--- config.mk ---
export PLATFORM = sky130hd
export DESIGN_NAME = keccak_squeeze_unit
export DESIGN_NICKNAME = d
export VERILOG_FILES = /design/src/rtl/keccak_squeeze_unit.sv
export SDC_FILE = /design/constraint.sdc
export NUM_CORES = 2
export LEC_CHECK = 0
export BUFFER_PORTS_ARGS = -buffer_cell sky130_fd_sc_hd__buf_2
export CAP_MARGIN = 20
export CELL_PAD_IN_SITES_DETAIL_PLACEMENT = 1
export CELL_PAD_IN_SITES_GLOBAL_PLACEMENT = 1
export CORE_AREA = 2 2 576 578
export CTS_CLUSTER_DIAMETER = 40
export DETAILED_ROUTE_END_ITERATION = 10
export DIE_AREA = 0 0 578 580
export PLACE_DENSITY = 0.44
export SLEW_MARGIN = 10
export SYNTH_ARGS = -nofsm -noshare
export SYNTH_HDL_FRONTEND = slang
export SYNTH_SLANG_ARGS = --single-unit
export TNS_END_PERCENT = 50
--- constraint.sdc ---
create_clock -name clk -period 4.25 [get_ports clk]
set_input_delay 0.2125 -clock clk [delete_from_list [all_inputs] [get_ports clk]]
set_output_delay 0.2125 -clock clk [all_outputs]
set_load 0.1 [all_outputs]
--- src/rtl/keccak_squeeze_unit.sv ---
// Squeeze stage after the Keccak permutation: takes rate blocks from the core,
// serialises them into W-bit words, masks the tail word and requests more permutations.
module keccak_squeeze_unit #(
  parameter int W        = 64,
  parameter int RATE_MAX = 1344,
  parameter int LEN_W    = 32
) (
  input  logic                clk,
  input  logic                rst,
  input  logic                start,
  input  logic [1:0]          mode_in,
  input  logic [LEN_W-1:0]    out_bytes_in,
  input  logic [RATE_MAX-1:0] block_in,
  input  logic                block_valid,
  output logic                block_ready,
  output logic                perm_req,
  input  logic                perm_ack,
  output logic [W-1:0]        data_out,
  output logic [W/8-1:0]      data_keep,
  output logic                data_valid,
  input  logic                data_ready,
  output logic                data_last,
  output logic                busy,
  output logic                done
);

  localparam int NB     = W / 8;
  localparam int NB_LOG = (W == 64) ? 3 : 2;
  localparam int WC_W   = 7;

  typedef enum logic [1:0] {
    ST_IDLE,
    ST_WAIT_BLK,
    ST_DRAIN,
    ST_REQ
  } state_t;

  state_t              state_q, state_d;
  logic [1:0]          mode_q, mode_d;
  logic [LEN_W-1:0]    rem_q, rem_d;
  logic [WC_W-1:0]     wc_q, wc_d;
  logic [RATE_MAX-1:0] buf_q, buf_d;
  logic                done_q, done_d;

  logic [LEN_W-1:0]    rem_words;
  logic [LEN_W-1:0]    word_bytes;
  logic [LEN_W-1:0]    rem_after;
  logic [WC_W-1:0]     wpb;
  logic [WC_W-1:0]     wc_load;
  logic [NB-1:0]       byte_keep;

  function automatic logic [WC_W-1:0] words_per_block(input logic [1:0] m);
    case (m)
      2'd0:    words_per_block = WC_W'(168 / NB);
      2'd3:    words_per_block = WC_W'(72 / NB);
      default: words_per_block = WC_W'(136 / NB);
    endcase
  endfunction

  function automatic logic [LEN_W-1:0] job_len(input logic [1:0] m, input logic [LEN_W-1:0] req);
    case (m)
      2'd2:    job_len = LEN_W'(32);
      2'd3:    job_len = LEN_W'(64);
      default: job_len = req;
    endcase
  endfunction

  // ceil(rem/NB) without the overflow risk of adding NB-1 first
  assign rem_words  = (rem_q >> NB_LOG) + LEN_W'(|rem_q[NB_LOG-1:0]);
  assign wpb        = words_per_block(mode_q);
  assign wc_load    = (rem_words < LEN_W'(wpb)) ? rem_words[WC_W-1:0] : wpb;
  assign word_bytes = (rem_q < LEN_W'(NB)) ? rem_q : LEN_W'(NB);
  assign rem_after  = rem_q - word_bytes;

  always_ff @(posedge clk or negedge rst) begin
    if (!rst) begin
      state_q <= ST_IDLE;
      mode_q  <= 2'd0;
      rem_q   <= '0;
      wc_q    <= '0;
      buf_q   <= '0;
      done_q  <= 1'b0;
    end else begin
      state_q <= state_d;
      mode_q  <= mode_d;
      rem_q   <= rem_d;
      wc_q    <= wc_d;
      buf_q   <= buf_d;
      done_q  <= done_d;
    end
  end

  always_comb begin
    state_d = state_q;
    mode_d  = mode_q;
    rem_d   = rem_q;
    wc_d    = wc_q;
    buf_d   = buf_q;
    done_d  = 1'b0;
    case (state_q)
      ST_IDLE: begin
        if (start) begin
          mode_d = mode_in;
          rem_d  = job_len(mode_in, out_bytes_in);
          if (job_len(mode_in, out_bytes_in) == '0) begin
            done_d = 1'b1;
          end else begin
            state_d = ST_WAIT_BLK;
          end
        end
      end
      ST_WAIT_BLK: begin
        if (block_valid) begin
          buf_d   = block_in;
          wc_d    = wc_load;
          state_d = ST_DRAIN;
        end
      end
      ST_DRAIN: begin
        if (data_ready) begin
          buf_d = buf_q << W;
          wc_d  = wc_q - WC_W'(1);
          rem_d = rem_after;
          if (wc_q == WC_W'(1)) begin
            if (rem_after == '0) begin
              done_d  = 1'b1;
              state_d = ST_IDLE;
            end else begin
              state_d = ST_REQ;
            end
          end
        end
      end
      ST_REQ: begin
        if (perm_ack) begin
          state_d = ST_WAIT_BLK;
        end
      end
      default: state_d = ST_IDLE;
    endcase
  end

  assign block_ready = (state_q == ST_WAIT_BLK);
  assign perm_req    = (state_q == ST_REQ);
  assign data_valid  = (state_q == ST_DRAIN);
  assign busy        = (state_q != ST_IDLE);
  assign done        = done_q;
  assign data_last   = data_valid && (rem_q <= LEN_W'(NB));

  // byte gi counts from the MSB end of the word, i.e. stream order
  for (genvar gi = 0; gi < NB; gi++) begin : g_byte
    assign byte_keep[gi]              = data_valid && (rem_q > LEN_W'(gi));
    assign data_keep[NB-1-gi]         = byte_keep[gi];
    assign data_out[W-1-8*gi -: 8]    = byte_keep[gi] ? buf_q[RATE_MAX-1-8*gi -: 8] : 8'h00;
  end

endmodule
==> out/qor.csv <==
stage;metric;value;unit
drt;viasPerCell;4.22;
drt;remaining_drc_errors;0;
clocking;cts_made_buffers;346;
clocking;insertion_delay;890;ps
critical_path;cp_max_fo;55;
sta;setup_viol;0;
sta;rsz0062_at_grt;false;
floorplan;rows;211;
global_route;grt_overflow;0;
global_route;use_met3;4.47;%
floorplan;die-width;578;µm
logic_synthesis;avgSynthCellArea;10.0;µm²
logic_synthesis;syn_nets;7880;
clocking;clock_sinks;1388;
critical_path;crit_required;4040;ps
logic_synthesis;synth_edf_count;0;
logic_synthesis;synthCells;6484;
logic_synthesis;synth_top_area_share;53.5;%
pwr;p_sw_share;38.4;%
logic_synthesis;synth_ff_type;dfrtp_1;
worst_hold_path;hold_class;input pin to register;
final_layout;fin_cells;14200;
flow_run;maxCapViolations;0;
clocking;h-tree-depth;5;
pwr;pwr-share-clk;34.7;%
sta;skew;66.4;ps
critical_path;worstSetupPathType;register to output port;
critical_path;critPathLaunchType;register;
clocking;clk_pin_slew;50;ps
logic_synthesis;synth_seq_cells;1388;
floorplan;pin_count;1462;
critical_path;endpoint_kind;output port;
outcome;status;complete, no violations;
sta;post-route-min-period;3980;ps
pwr;p_sw;30.5;mW
pwr;combPwrFrac;33.8;%
pwr;p_per_area;757;mW/mm²
drt;ant_nets;0;
drt;first_pass_iters;5;
global_route;grt_pass1_wl;482000;µm
clocking;cts_setup_buffers;0;
clocking;clockBufferDepth;4;
critical_path;arrival;3770;ps
drt;vias;59900;
drt;avgRoutedWirePerCell;23.8;µm
logic_synthesis;yosysSeqAreaShare;53.5;%
logic_synthesis;yosysTopAreaCell;dfrtp_1;
sta;tightest_slew;1080;ps
global_route;globalRouteMet2Util;34.5;%
sta;whs;118;ps
floorplan;die_h;580;µm
global_route;grtUsageTotal;19.6;%
pwr;seq_power_share;31.5;%
pwr;p_int;48.9;mW
place;placedCellCount;12000;
global_route;grt_pass1_vias;66400;
floorplan;core_area;0.329;mm²
floorplan;dieArea;0.335;mm²
global_route;grt.busiest_layer;met2;
floorplan;initial_utilization;19.7;%
logic_synthesis;synth_area_leaders;dfrtp_1, mux2i_1, o21ai_0;
clocking;root_buffer;clkbuf_16;
drt;drtIter0Drc;2784;
global_route;antenna_found_initial;222;
sta;slew_headroom;27.9;%
clocking;cts_tree;built;
pwr;irDropWorstVdd;0.412;mV
drt;drt-total-wl;337000;µm
place;place.gp.congestion;0.845;
place;numPortBuffers;1461;
logic_synthesis;yosysWarningCount;0;
sta;max_freq;251;MHz
final_layout;utilization;31.8;%
final_layout;nNetsFinal;10800;
global_route;grt_max_degree;157;
final_layout;drive_gt1_share;23.6;%
global_route;met1_usage;23.2;%
sta;finalHoldViolCount;0;
logic_synthesis;async_flop_share;100;%
place;hpwl;256000;µm
sta;slew_violations;0;
final_layout;syn_to_final_growth;61.4;%
sta;finalCritPeriodShare;93.7;%
logic_synthesis;ys_types;78;
pwr;p_leak;45.6;nW
logic_synthesis;syn_area;0.0649;mm²
routing by layer:
layer,part of all wire (%),up-vias
li1,-,28600
met2,50,1631
met1,41,28900
met5,0.19,-
met3,5.1,646
met4,3.6,106
path summary, 6_finish.rpt:
kind	startpoint	endpoint	slack, ps	depth (start not counted)
setup / recovery	state_q[0]	data_out[62]	270	8
hold / removal	block_in[4]	buf_q[4]	120	4
setup reg to reg	rem_q[0]	wc_q[1]	430	13
hold reg to reg	buf_q[16]	buf_q[16]	460	2
max in group asynchronous	rst	buf_q[1052]	2490	4
min in group asynchronous	rst	buf_q[708]	540	3
cell usage after synthesis (3+ instances only):
master and instances:
or3_1 5, and3_1 13, a22oi_1 4, a221oi_1 4
ha_1 12, nor2b_1 10, and2_1 50, mux2_2 4
nor3_1 21, nor4_1 29, buf_2 6, or2_2 4
xor2_1 4, o211ai_1 3, mux2i_1 1284, or4_1 5
a31oi_1 8, inv_1 19, a32oi_1 7, clkbuf_1 485
a21oi_1 44, a2bb2oi_1 3, buf_4 3, nand4_1 15
nor2_1 55, xnor2_1 9, o22ai_1 3, a211oi_1 5
a2111oi_0 4, dfrtp_1 1388, a21o_1 3, nor4b_1 4
nand2_1 1457, buf_1 5, nand3_1 97, o21ai_0 1344
nor3b_1 3, and4_1 6, nand2b_1 6
sequential cells by signal (all words and copies together) (netlist names):
register and count:
rem_q 32, buf_q 1344, wc_q 7, done 1
state_q 2, mode_q 2
critical path, cell delays in order (launching register included):
cell	delay [ps]
dfrtp_1	400
inv_1	150
ha_4	180
buf_12	340
buf_12	400
o41ai_2	230
buf_4	220
nor2b_1	260
buf_2	490
metrics by stage:
| stage | setup WS [ps] | cell area (µm²) | TNS (ps) | power [mW] |
|---|---|---|---|---|
| 3_5_place_dp | 403 | 78400 | 0 | 51.2 |
| 3_3_place_gp | 356 | 78400 | 0 | 50.5 |
| 6_report | 270 | 105000 | 0 | 79.4 |
| 4_1_cts | 19.3 | 104000 | 0 | 80.5 |
| 2_1_floorplan | -511 | 64900 | -12790 | 40.2 |
| 5_1_grt | 24.7 | 105000 | 0 | 85.0 |
power by group through the flow:
| stage | sequential (mW) | combinational, mW | clock [mW] |
|---|---|---|---|
| final | 25.0 | 26.8 | 27.5 |
| after floorplan | 22.6 | 17.6 | 0 |
| after CTS | 25.2 | 27.2 | 28.1 |
| after detailed placement | 25.4 | 25.9 | 0 |
| after global routing | 25.9 | 30.3 | 28.8 |
| after global placement | 25.1 | 25.3 | 0 |
what timing repair did:
item                                     CTS  global route
cloned                                     0             0
hold buffers                            1390             0
endpoints found under the setup margin     3             8
resized for setup                          1             1
pin swaps                                  0             0
hold endpoints to repair                1973             0
kinds of logic (layout without fill, tap and decap cells):
family / Yosys count / after routing / synth area share, %
other: 1 / 142 / 0.00578
muxes: 1288 / 1288 / 19.9
DFF: 1388 / 1388 / 53.5
AOI/OAI and AO/OA: 1468 / 1468 / 11.8
xor gates and xnor gates: 13 / 13 / 0.175
buffers and inverters: 520 / 3714 / 3.04
and+or+nand+nor: 1794 / 1794 / 11.4
adders and majority gates: 12 / 12 / 0.231
placed cells by master (no fill, tap or decap), types with 50 or more instances in the layout:
cell	synthesis	layout
nand2_1	1457	1457
buf_12	0	73
dfrtp_1	1388	1388
clkbuf_16	0	349
diode_2	0	141
clkinv_2	0	64
clkbuf_1	485	63
mux2i_1	1284	1284
buf_4	3	148
o21ai_0	1344	1344
clkbuf_8	0	56
nand3_1	97	97
and2_1	50	50
dlygate4sd3_1	0	1389
buf_2	6	1453
nor2_1	55	52
area by class of cell:
class                      instances  area (µm²)
multi-input combinational       4576       28300
sequential                      1388       34700
clock inverter                   162        2360
fill                           37400      224000
inverter                          20        77.6
tap                             4366        5460
antenna                          141         353
clock buffer                     468        9740
timing repair buffer            3064       23800
(Power assumes the default switching activity.)
